### src/rtl/input_request_ctrl.sv
// Purpose: services the CPU input instruction. Stalls the core while a request
// is pending, waits for a fresh press edge on the conditioned active-low button,
// then captures the (extended) switch value and pulses data_valid for one cycle.
//
// Ports:
//   clk        system clock
//   reset      asynchronous active-high reset
//   btn_n      conditioned button, active-low, 1 when released
//   switches   user switch value, sampled only on the capture cycle
//   in_req     CPU is executing an input instruction
//   halt       stall request to CPU control (combinational)
//   data_out   captured word, held until the next capture
//   data_valid one-cycle pulse, data_out valid and CPU may advance
//   wait_led   registered "awaiting user input" indicator
module input_request_ctrl #(
  parameter int unsigned SW_WIDTH   = 16,
  parameter int unsigned DATA_WIDTH = 32,
  parameter bit          SIGN_EXT   = 1'b0
) (
  input  logic                  clk,
  input  logic                  reset,
  input  logic                  btn_n,
  input  logic [SW_WIDTH-1:0]   switches,
  input  logic                  in_req,
  output logic                  halt,
  output logic [DATA_WIDTH-1:0] data_out,
  output logic                  data_valid,
  output logic                  wait_led
);

  typedef enum logic [1:0] {
    IDLE       = 2'b00,
    WAIT_PRESS = 2'b01,
    DONE       = 2'b10
  } state_t;

  state_t                state;
  logic                  btn_prev;
  logic                  press;
  logic [DATA_WIDTH-1:0] sw_ext;

  // Falling edge of btn_n; a button already low when sampled gives no edge.
  assign press = btn_prev & ~btn_n;

  // Switch value widened (or truncated) to the datapath width.
  generate
    if (SW_WIDTH >= DATA_WIDTH) begin : g_trunc
      assign sw_ext = switches[DATA_WIDTH-1:0];
    end else begin : g_extend
      localparam int unsigned PAD_W = DATA_WIDTH - SW_WIDTH;
      logic pad_bit;
      assign pad_bit = SIGN_EXT ? switches[SW_WIDTH-1] : 1'b0;
      assign sw_ext  = {{PAD_W{pad_bit}}, switches};
    end
  endgenerate

  // Stall while a request is seen in IDLE and for the whole wait; released in DONE.
  assign halt = ((state == IDLE) && in_req) || (state == WAIT_PRESS);

  // Control FSM with registered outputs.
  always_ff @(posedge clk or posedge reset) begin
    if (reset) begin
      state      <= IDLE;
      btn_prev   <= 1'b1;
      data_out   <= '0;
      data_valid <= 1'b0;
      wait_led   <= 1'b0;
    end else begin
      btn_prev   <= btn_n;
      data_valid <= 1'b0;
      case (state)
        IDLE: begin
          // Presses seen here are dropped; btn_prev still tracks the button.
          if (in_req) begin
            state    <= WAIT_PRESS;
            wait_led <= 1'b1;
          end
        end
        WAIT_PRESS: begin
          // A withdrawn request beats a simultaneous press.
          if (!in_req) begin
            state    <= IDLE;
            wait_led <= 1'b0;
          end else if (press) begin
            state      <= DONE;
            data_out   <= sw_ext;
            data_valid <= 1'b1;
            wait_led   <= 1'b0;
          end
        end
        DONE: begin
          state <= IDLE;
        end
        default: begin
          state    <= IDLE;
          wait_led <= 1'b0;
        end
      endcase
    end
  end

endmodule

### config.mk
export PLATFORM = sky130hd
export DESIGN_NAME = input_request_ctrl
export DESIGN_NICKNAME = d
export VERILOG_FILES = /design/src/rtl/input_request_ctrl.sv
export SDC_FILE = /design/constraint.sdc
export NUM_CORES = 1
export LEC_CHECK = 0
export CAP_MARGIN = 20
export CORE_MARGIN = 10
export CORE_UTILIZATION = 34
export DETAILED_ROUTE_END_ITERATION = 6
export GPL_TIMING_DRIVEN = 0
export PLACE_DENSITY = 0.81
export SYNTH_ARGS = -nofsm -noshare
export SYNTH_HDL_FRONTEND = slang
export SYNTH_SLANG_ARGS = --single-unit
### constraint.sdc
create_clock -name clk -period 1.4 [get_ports clk]
set_input_delay 0.28 -clock clk [delete_from_list [all_inputs] [get_ports clk]]
set_output_delay 0.28 -clock clk [all_outputs]
set_load 0.005 [all_outputs]
==> results_dict.tcl <==
set metrics [dict create \
    globalplace.congestion 0.7233 \
    swShare_pct 24.49 \
    grt_pass1_vias 720 \
    wirelength_um 2453 \
    reg2reg_depth 4 \
    synthToLayoutAreaGrowth_pct 64.13 \
    critPathLaunch "in_req" \
    postRouteAntennaNets 0 \
    hold_class "input port to asynchronous set/reset pin" \
    grt_usage_pct 8.398 \
    cts_hold_buf 0 \
    layout_worst_path_cycle_share_pct 106.4 \
    slew_headroom_pct 47.38 \
    syn_inst 67 \
    p_per_area_nw_per_um2 1035 \
    setup_ws_ps -89.82 \
    dp_hpwl_um 1881 \
    clockBufferDepth 2 \
    vias 676 \
    via_per_inst 4.072 \
    power.switching_uw 403.6 \
    drt-initial-drc-count 9 \
    core_um2 2734 \
    antenna_found_initial 0 \
    hold_violations 0 \
    clk-insertion-delay-late_ps 290 \
    fin_skew_ps 5.839 \
    die_h_um 73.41 \
    cp-start-kind "input port" \
    r2r_end "data_out[14]$_DFFE_PP0P_" \
    die-area_um2 5388 \
    cts_inserted_buffers 3 \
    fin_crit_ps 1490 \
    netlist_area_um2 969.7 \
    yosys_warnings 0 \
    syn_avg_cell_area_um2 14.47 \
    route.detailed.drc 0 \
    cts_sinks 21 \
    pwr-share-comb_pct 35.0 \
    cp-end-kind "register" \
    cts-root-buf "clkbuf_4" \
    grt_pass1_wl_um 3574 \
    r2r_start "btn_prev$_DFF_PP1_" \
    maxCapViolCount 0 \
    port_buffers 38 \
    final_common_cell "buf_4" \
    place_ws_ps -464.1 \
    path_max_fanout 5 \
    clk_pin_slew_ps 110 \
    fmax_mhz 671.2 \
    rsz0062_at_grt "yes" \
    drt-pass1-iter-count 2 \
    grt_remaining_overflow 0 \
    fin_nets 156 \
    status "finished with violations" \
    cts_tree "yes" \
    violations "negative setup slack" \
    wl_per_cell_um 14.78 \
    grt_start_max_net_pins 22 \
    rows 19 \
    rrSetupSlack_ps -90 \
    final_core_util_pct 58.22 \
    initial_utilization_pct 35.47 \
    ys_seq_area_share_pct 54.32 \
    ir_worst_vdd_mv 0.6321 \
    p_int_uw 1244 \
    die-width_um 73.41 \
    worst_pin_slew_ps 788.5 \
    ys_seq_elements 21 \
    cp_data_required_time_ps 1580 \
    setup_violations 16 \
    ios 55 \
    cp.arrival_ps 1670 \
    p_seq_share_pct 48.2 \
    num_antenna_cells 0 \
    fillers 240 \
    drive_gt1_share_pct 40.74 \
    final_cell_mix "25 x buf_4, 20 x dfrtp_1, 19 x clkdlybuf4s50_1" \
    synth_cell_types 16 \
    p_clk_share_pct 16.8 \
    leakagePower_uw 0.0008253 \
    criticalPathCategory "input port to register" \
    cp-endpoint "data_out[14]$_DFFE_PP0P_" \
    htree_levels 1 \
    final_max_slew_viol_count 0 \
]
[cells in the mapped netlist]
cell / count / area (µm²)
dfrtp_1: 20 / 500.5
buf_4: 16 / 120.1
mux2_4: 9 / 135.1
mux2_2: 7 / 78.83
nor2_1: 3 / 11.26
nor2b_4: 2 / 27.53
a21boi_0: 1 / 7.510
and3_1: 1 / 6.260
and3_2: 1 / 7.510
buf_12: 1 / 20.02
buf_6: 1 / 11.26
conb_1: 1 / 3.750
dfstp_2: 1 / 26.28
inv_1: 1 / 3.750
nand2_1: 1 / 3.750
o22ai_1: 1 / 6.260
[power by group through the flow]
stage	registers [µW]	clock network (µW)	logic, µW
CTS	794	296	574
global route	811	316	622
global placement	802	0	564
finish	795	276	577
detailed placement	814	0	574
floorplan	819	0	217
[area by class of cell]
type                       count  area (µm²)  area share, %
clock inverter                 1       5.005         0.3145
clock buffer                   3       22.52          1.415
tap                           31       38.79          2.437
inverter                       1       3.754         0.2358
sequential                    21       526.8          33.10
buffer                        17       140.1          8.805
multi-input combinational     42       375.4          23.58
timing repair buffer          50       479.2          30.11
[critical path: stages]
cell and delay [ps]:
clkdlybuf4s50_1 480, nor2b_4 190, and3_4 290, buf_12 140
mux2_4 290
[sequential cells by signal (all words and copies together), names as in the netlist]
register	cells
data_out	16
state	2
btn_prev	1
data_valid	1
wait_led	1
[logic make-up after synthesis]
| group | count (synthesis) | share of synthesized area, % |
|---|---|---|
| mux | 16 | 22.07 |
| flops | 21 | 54.32 |
| other cells | 1 | 0.3867 |
| simple gates | 8 | 5.807 |
| compound gates | 2 | 1.420 |
| buf+inv | 19 | 16.00 |
[what timing repair did]
action,CTS,global route
setup buffers,9,2
pin swaps,1,1
resized for setup,28,4
endpoints found under the setup margin,35,17
cloned,1,0
[layer usage]
layer | routed length (µm) | up-vias | share of wire, % | GRT usage, %
li1 | - | 328 | - | -
met2 | 1324 | 24 | 54 | 15.47
met1 | 860 | 322 | 35 | 8.095
met4 | 6 | 0 | 0.24 | 1.863
met3 | 261 | 2 | 11 | 4.307
met5 | 0 | - | 0 | 0
[how the worst min path moves through the flow]
stage,to,cells past startpoint,startpoint,slack [ps]
final,data_out[10]$_DFFE_PP0P_,2,reset,420
after global routing,btn_prev$_DFF_PP1_,1,btn_n,440
after floorplan,data_out[0]$_DFFE_PP0P_,1,reset,260
after CTS,data_out[10]$_DFFE_PP0P_,2,reset,430
after global placement,data_out[14]$_DFFE_PP0P_,1,data_out[14]$_DFFE_PP0P_,490
after detailed placement,data_out[4]$_DFFE_PP0P_,1,data_out[4]$_DFFE_PP0P_,490
[stage by stage]
| stage | hold slack [ps] | instance area, µm² | TNS, ps | cells | total power [µW] |
|---|---|---|---|---|---|
| 6_report | 422.0 | 1592 | -1262 | 166 | 1648 |
| 5_1_grt | 439.4 | 1592 | -2378 | 166 | 1750 |
| 4_1_cts | 429.2 | 1585 | -1659 | 165 | 1664 |
| 3_5_place_dp | 494.8 | 1445 | -6887 | 151 | 1388 |
| 3_3_place_gp | 489.7 | 1445 | -6515 | 151 | 1367 |
| 2_1_floorplan | 255.8 | 1026 | -675.7 | 82 | 1035 |
Note: power is estimated with default switching activity, not from simulation.
